--- config.mk ---
export PLATFORM = sky130hd
export DESIGN_NAME = rgb_fade_pwm
export DESIGN_NICKNAME = d
export VERILOG_FILES = /design/src/rtl/rgb_fade_pwm.sv
export SDC_FILE = /design/constraint.sdc
export NUM_CORES = 1
export LEC_CHECK = 0
export BUFFER_PORTS_ARGS = -buffer_cell sky130_fd_sc_hd__clkbuf_2
export CAP_MARGIN = 20
export CORE_ASPECT_RATIO = 0.9
export CORE_MARGIN = 3
export CORE_UTILIZATION = 65
export DETAILED_ROUTE_END_ITERATION = 6
export PLACE_DENSITY = 0.94
export SLEW_MARGIN = 40
export SYNTH_ARGS = -nofsm -noshare
export SYNTH_HDL_FRONTEND = slang
export SYNTH_SLANG_ARGS = --single-unit
export TNS_END_PERCENT = 10
--- constraint.sdc ---
create_clock -name clk -period 5.55 [get_ports clk]
set_input_delay 1.11 -clock clk [delete_from_list [all_inputs] [get_ports clk]]
set_output_delay 1.11 -clock clk [all_outputs]
set_load 0.01 [all_outputs]
--- src/rtl/rgb_fade_pwm.sv ---
// RGB LED driver: per-channel intensity fades toward the colour target and is
// rendered as PWM against a free-running counter.
module rgb_fade_pwm #(
   parameter int unsigned PWM_W    = 8,
   parameter int unsigned FADE_DIV = 4,
   parameter int unsigned STEP     = 16
) (
   input  logic       clk,
   input  logic       rst,
   input  logic [2:0] colour,
   output logic       led_r,
   output logic       led_g,
   output logic       led_b,
   output logic       busy
);

   localparam int unsigned DIV_W = (FADE_DIV > 1) ? $clog2(FADE_DIV) : 1;

   typedef enum logic {IDLE, FADING} state_t;

   state_t             state, state_next;
   logic [2:0]         colour_q;
   logic [PWM_W-1:0]   level_r, level_g, level_b;
   logic [PWM_W-1:0]   level_r_next, level_g_next, level_b_next;
   logic [PWM_W-1:0]   tgt_r, tgt_g, tgt_b;
   logic [PWM_W-1:0]   pwm_cnt;
   logic [DIV_W-1:0]   div_cnt, div_next;
   logic               do_step;

   // One fade step toward tgt; sums are one bit wider so the clamp sees overflow.
   function automatic logic [PWM_W-1:0] step_level(input logic [PWM_W-1:0] lvl,
                                                   input logic [PWM_W-1:0] tgt);
      logic [PWM_W:0] up;
      logic [PWM_W:0] dn;
      up = {1'b0, lvl} + (PWM_W+1)'(STEP);
      dn = {1'b0, lvl} - (PWM_W+1)'(STEP);
      step_level = lvl;
      if (lvl < tgt)
         step_level = (up > {1'b0, tgt}) ? tgt : up[PWM_W-1:0];
      else if (lvl > tgt)
         step_level = (dn[PWM_W] || (dn[PWM_W-1:0] < tgt)) ? tgt : dn[PWM_W-1:0];
   endfunction

   assign tgt_r = {PWM_W{colour_q[0]}};
   assign tgt_g = {PWM_W{colour_q[1]}};
   assign tgt_b = {PWM_W{colour_q[2]}};

   // Next-state, step and divider logic
   always_comb begin
      state_next   = state;
      div_next     = '0;
      do_step      = 1'b0;
      level_r_next = level_r;
      level_g_next = level_g;
      level_b_next = level_b;
      case (state)
         IDLE: begin
            if ((level_r != tgt_r) || (level_g != tgt_g) || (level_b != tgt_b))
               state_next = FADING;
         end
         FADING: begin
            do_step = (div_cnt == DIV_W'(FADE_DIV - 1));
            if (do_step) begin
               level_r_next = step_level(level_r, tgt_r);
               level_g_next = step_level(level_g, tgt_g);
               level_b_next = step_level(level_b, tgt_b);
            end
            // Leave as soon as the step just taken lands every channel on target.
            if ((level_r_next == tgt_r) && (level_g_next == tgt_g) &&
                (level_b_next == tgt_b)) begin
               state_next = IDLE;
            end else begin
               div_next = do_step ? '0 : div_cnt + DIV_W'(1);
            end
         end
         default: state_next = IDLE;
      endcase
   end

   always_ff @(posedge clk) begin
      if (rst) begin
         state    <= IDLE;
         colour_q <= '0;
         level_r  <= '0;
         level_g  <= '0;
         level_b  <= '0;
         pwm_cnt  <= '0;
         div_cnt  <= '0;
         led_r    <= 1'b0;
         led_g    <= 1'b0;
         led_b    <= 1'b0;
         busy     <= 1'b0;
      end else begin
         state    <= state_next;
         colour_q <= colour;
         level_r  <= level_r_next;
         level_g  <= level_g_next;
         level_b  <= level_b_next;
         pwm_cnt  <= pwm_cnt + PWM_W'(1);
         div_cnt  <= div_next;
         led_r    <= (level_r > pwm_cnt);
         led_g    <= (level_g > pwm_cnt);
         led_b    <= (level_b > pwm_cnt);
         busy     <= (state_next == FADING);
      end
   end

endmodule

==> Word-level counts from Yosys, hierarchy flattened <==
Cells that the tools add are included.
{ "totals": {"in_bits": 5, "elab_cells": 70, "reg_bits": 41, "output_inout_bits": 4} }
{ "op_classes": {"n_bitwise": 1, "add_sub_neg": 8, "n_lt_le_gt_ge": 15, "n_mux": 21, "eq_ne": 7, "reduce_logical": 8} }
{ "op_table": {"columns": ["cell", "count"], "rows": [
  ["8-bit 2-to-1 mux", 18],
  ["8-bit greater-than comparator", 6],
  ["8-bit < comparator", 6],
  ["8-bit by 5-bit adder with 9-bit output, second input constant", 3],
  ["9-bit by 8-bit greater-than comparator with 1-bit output", 3],
  ["8-bit by 5-bit subtractor with 9-bit output, second input constant", 3],
  ["8-bit == test", 3],
  ["8-bit != test", 3],
  ["8-bit by 1-bit adder with 8-bit output, second input constant", 1],
  ["1-bit logical OR", 5],
  ["4-bit OR reduction", 1],
  ["2-bit by 1-bit adder with 2-bit output, second input constant", 1],
  ["2-bit == test, second input constant", 1],
  ["1-bit logical AND", 2],
  ["1-bit 2-to-1 mux", 2],
  ["1-bit case mux with 2 select lines", 1],
  ["1-bit NOT", 1]
]} }

==> Logic depth before layout (Yosys ltp) <==
{ "depth": {"word_depth": 13, "mapped_depth": 15, "depth_no_buf": 14} }

==> Worst setup path after synthesis <==
OpenSTA, ideal clock, no wires.
{ "synth_timing": {"path_type": "register -> register", "start": "register level_r[4]", "end": "register state", "stages_incl_launch_ff": 16, "arrival_ps": 3396, "slack_ps": 2017, "setup_ps": 137, "synth_period_minus_slack_ps": 3533, "n_path_buf": 1, "required_time_ps": 5413, "cell_sequence": "dfxtp_1 > clkbuf_1 > inv_1 > ha_1 > inv_1 > ha_1 > o21a_1 > o21ai_0 > a31oi_1 > o311ai_2 > a2111oi_0 > a2111oi_2 > nand4_1 > or3_1 > a221oi_2 > a21oi_1"} }
{ "synth_via": {"elab_chain_len": 13, "word_cells_on_any_way": 22, "cone_classes": "2 x add/sub; 4 x order compare; 2 x eq/ne; 9 x mux; 5 x reduce/logical"} }
{ "synth_rtl": {"columns": ["item", "line_no", "text"], "rows": [
  ["start: declaration", "23", "logic [PWM_W-1:0] level_r, level_g, level_b;"],
  ["start signal: assignment", "96", "level_r <= level_r_next;"],
  ["8-bit by 5-bit subtractor with 9-bit output", "36", "dn = {1'b0, lvl} - (PWM_W+1)'(STEP);"],
  ["8-bit < comparator", "41", "step_level = (dn[PWM_W] || (dn[PWM_W-1:0] < tgt)) ? tgt : dn[PWM_W-1:0];"],
  ["1-bit logical OR", "41", null],
  ["8-bit 2-to-1 mux", "41", null],
  ["8-bit 2-to-1 mux", "40", "else if (lvl > tgt)"],
  ["8-bit 2-to-1 mux", "38", "if (lvl < tgt)"],
  ["8-bit 2-to-1 mux", "63", "if (do_step) begin"],
  ["8-bit 2-to-1 mux", "56", "case (state)"],
  ["8-bit == test", "69", "if ((level_r_next == tgt_r) && (level_g_next == tgt_g) &&"],
  ["1-bit logical AND (2 in series)", "69", null],
  ["1-bit 2-to-1 mux", "69", null],
  ["1-bit case mux with 2 select lines *", "56", null],
  ["end signal: assignment", "94", "state <= state_next;"],
  ["end: declaration", "21", "state_t state, state_next;"]
]} }
Mark *: on every way between the ends. The rest lies on a longest branch, timed or not. The select of a mux whose other input is x is not followed.
A chain may end at the register's enable or synchronous reset.

==> Final worst setup path <==
{ "layout_timing": {"start": "register level_b[4]", "end": "register div_cnt[1]"} }
{ "layout_via": {"elab_chain_len": 11, "word_cells_on_any_way": 16, "cone_classes": "2 x add/sub; 4 x order compare; 1 x eq/ne; 6 x mux; 3 x reduce/logical"} }
{ "layout_rtl": {"columns": ["item", "line_no", "text"], "rows": [
  ["start: declaration", "23", null],
  ["start signal: assignment", "98", "level_b <= level_b_next;"],
  ["8-bit by 5-bit subtractor with 9-bit output", "36", null],
  ["8-bit < comparator", "41", null],
  ["1-bit logical OR", "41", null],
  ["8-bit 2-to-1 mux", "41", null],
  ["8-bit 2-to-1 mux", "40", null],
  ["8-bit 2-to-1 mux", "38", null],
  ["8-bit 2-to-1 mux *", "63", null],
  ["8-bit 2-to-1 mux *", "56", null],
  ["8-bit == test *", "70", "(level_b_next == tgt_b)) begin"],
  ["1-bit logical AND *", "69", null],
  ["4-bit OR reduction (no line) *", null, null],
  ["end signal: assignment", "100", "div_cnt <= div_next;"],
  ["end: declaration", "27", "logic [DIV_W-1:0] div_cnt, div_next;"]
]} }
Marks and branches as above.

==> impl_metrics.tcl <==
set metrics [dict create \
    place_congestion 0.946 \
    routedWlPerCell_um 17.5 \
    required_ns 5.71 \
    slew_viol_final 0 \
    die_w_um 91.8 \
    coreArea_sq_mm 0.00628 \
    num_io_pins 9 \
    synth_seq_cells 41 \
    grt_max_degree 39 \
    ys_seq_area_share_pct 19.0 \
    post_cts_buffers 0 \
    dieArea_sq_mm 0.00764 \
    relSlewSlack_pct 48.9 \
    mappedNetlistNets 613 \
    status "complete, no violations" \
    io_buffer_count 8 \
    synth-simple-area-share_pct 21.7 \
    totalWireLength_mm 10.9 \
    synthArstFlopShare_pct 0 \
    drive_above_1_share_pct 6.93 \
    rsz0062_at_grt "false" \
    finalSetupTns_ns 0 \
    skew_ns 0.00243 \
    most-common-layout-cells "ha_1 (77), a21oi_1 (43), dfxtp_1 (41)" \
    arrival_ns 4.25 \
    vias 4230 \
    cts_resized 0 \
    vdd_drop_max_v 0.000126 \
    areaGrowthSynthToFinish_pct 4.15 \
    cp-end-kind "flop" \
    clk_pin_slew_ns 0.08 \
    start_util_pct 68.6 \
    synth-compound-area-share_pct 26.4 \
    synth_adder_area_share_pct 22.4 \
    path_class "flop to flop" \
    first_pass_iters 5 \
    synth_flop_cell "dfxtp_1" \
    fp-row-count 27 \
    clk_latency_ns 0.30 \
    drv_cap 0 \
    layout_min_cycle_time_ns 4.10 \
    synthTopCellsByArea "ha_1 (22%), dfxtp_1 (19%), a21oi_1 (5.0%)" \
    fp.dieH_um 83.2 \
    n_fill_cell 523 \
    p_leak_nw 2.01 \
    hold_violations 0 \
    htree_levels 2 \
    netlist_area_sq_mm 0.00431 \
    cts_root_buf "clkbuf_8" \
    cp_max_fo 9 \
    grt_use_total_pct 29.0 \
    synth_top_family_by_area "compound AO/OA/AOI/OAI gates" \
    gr-total-overflow 0 \
    cts_hold_buf 0 \
    drt_iter0_drc 336 \
    cts_buffers 5 \
    synth_top_area_share_pct 22.4 \
    post-route-period-util_pct 73.8 \
    synthDistinctLibCells 70 \
    worst_pin_slew_ns 0.767 \
    cts.sinks 41 \
    vias_per_cell 6.81 \
    synth_top_cell_by_area "ha_1" \
    avgSynthCellArea_sq_um 8.12 \
    synthXorXnorAreaFrac_pct 3.46 \
    max_freq_ghz 0.244 \
    start_kind "flop" \
    synth_edf_count 0 \
    holdCritPathClass "flop to flop" \
    power.density_mw_per_mm2 171 \
    grt_pass1_wl_mm 18.7 \
    antenna_left 0 \
    dp.cells 613 \
    syn_inst 531 \
    setup_viol_count_final 0 \
    final_nets 615 \
    grt_pass1_vias 4087 \
    layout_commonest_cell "ha_1" \
    synthMuxAreaShare_pct 2.58 \
    cts_tree "yes" \
    antenna_found_initial 0 \
    antenna_cells 0 \
    drc 0 \
    yosys_warnings 0 \
    regArea_sq_um 821 \
    fin_cells 621 \
    clock_path_buffers 2 \
    multiInputGateArea_sq_mm 0.00330 \
    dp_hpwl_mm 8.28 \
]
## metal layers
metal / global-route usage, % / share of wire, % / vias up
li1: - / - / 2026
met1: 39.2 / 45 / 1994
met2: 47.5 / 46 / 185
met3: 4.26 / 6.6 / 25
met4: 8.91 / 1.6 / 0
met5: 0 / 0 / -
## path summary, 6_finish.rpt
| check | startpoint | end | slack (ns) | depth (start not counted) |
|---|---|---|---|---|
| min reg2reg | div_cnt[0] | div_cnt[0] | 0.44 | 1 |
| max reg2reg | level_b[4] | div_cnt[1] | 1.45 | 14 |
| min | div_cnt[0] | div_cnt[0] | 0.44 | 1 |
| max | level_b[4] | div_cnt[1] | 1.45 | 14 |
## stage by stage
| step | setup WS (ns) | hold WS (ns) | total power [mW] | util [%] | area [sq um] |
|---|---|---|---|---|---|
| 6_report | 1.45 | 0.444 | 0.767 | 71.4 | 4490 |
| 3_5_place_dp | 1.57 | 0.425 | 0.572 | 70.1 | 4400 |
| 4_1_cts | 1.55 | 0.436 | 0.763 | 71.4 | 4490 |
| 2_1_floorplan | 2.02 | 0.405 | 0.516 | - | 4310 |
| 5_1_grt | 1.19 | 0.500 | 0.810 | 71.4 | 4490 |
| 3_3_place_gp | 1.59 | 0.416 | 0.561 | 70.1 | 4400 |
## cell families (layout without fill, tap and decap cells)
kind of cell / after synthesis / count (layout)
DFF: 41 / 41
AOI/OAI and AO/OA: 164 / 164
and+or+nand+nor: 174 / 174
muxes: 11 / 11
adders and majority gates: 77 / 77
xor gates and xnor gates: 17 / 17
buffers and inverters: 47 / 50
## worst max-delay path: stages, from the launching register on
cell and delay [ns]:
dfxtp_1 0.55, inv_1 0.19, ha_1 0.27, xor2_1 0.19, ha_1 0.38, nand2_1 0.09, o211ai_1 0.29, and2_1 0.21
nor3_1 0.08, nor4b_2 0.28, a211oi_1 0.13, or4b_1 0.52, or3_1 0.33, a221oi_2 0.34, nor4b_1 0.09
## power by group
part	switching (mW)	internal, mW
registers	0.0161	0.304
clock network	0.108	0.0868
logic	0.151	0.101
total	0.275	0.492
## synth_stat cells (all sizes together), types with 6 or more instances
cell / number
and3: 7
a211oi: 11
inv: 32
dfxtp: 41
nor2b: 10
o211a: 6
xor2: 8
a21oi: 43
nand4: 16
ha: 77
o2111ai: 6
nor2: 39
nand3: 16
o211ai: 8
xnor2: 9
nor3: 16
clkbuf: 12
nand2b: 7
nand2: 31
a21o: 16
mux2i: 10
o21ai: 28
or3: 7
## sequential cells by signal (all words and copies together), names as in the netlist, 2 cells and up
name and cells:
pwm_cnt 8, level_r 8, level_b 8, level_g 8
div_cnt 2, colour_q 3
## layout make-up
cell class	instances	area share, %
Clock buffer	5	1.53
Clock inverter	3	0.390
Inverter	32	2.68
Multi-Input combinational cell	443	73.5
Sequential cell	41	18.3
Tap cell	87	2.43
Timing Repair Buffer	10	1.23
Power figures use the tool's default switching activity.
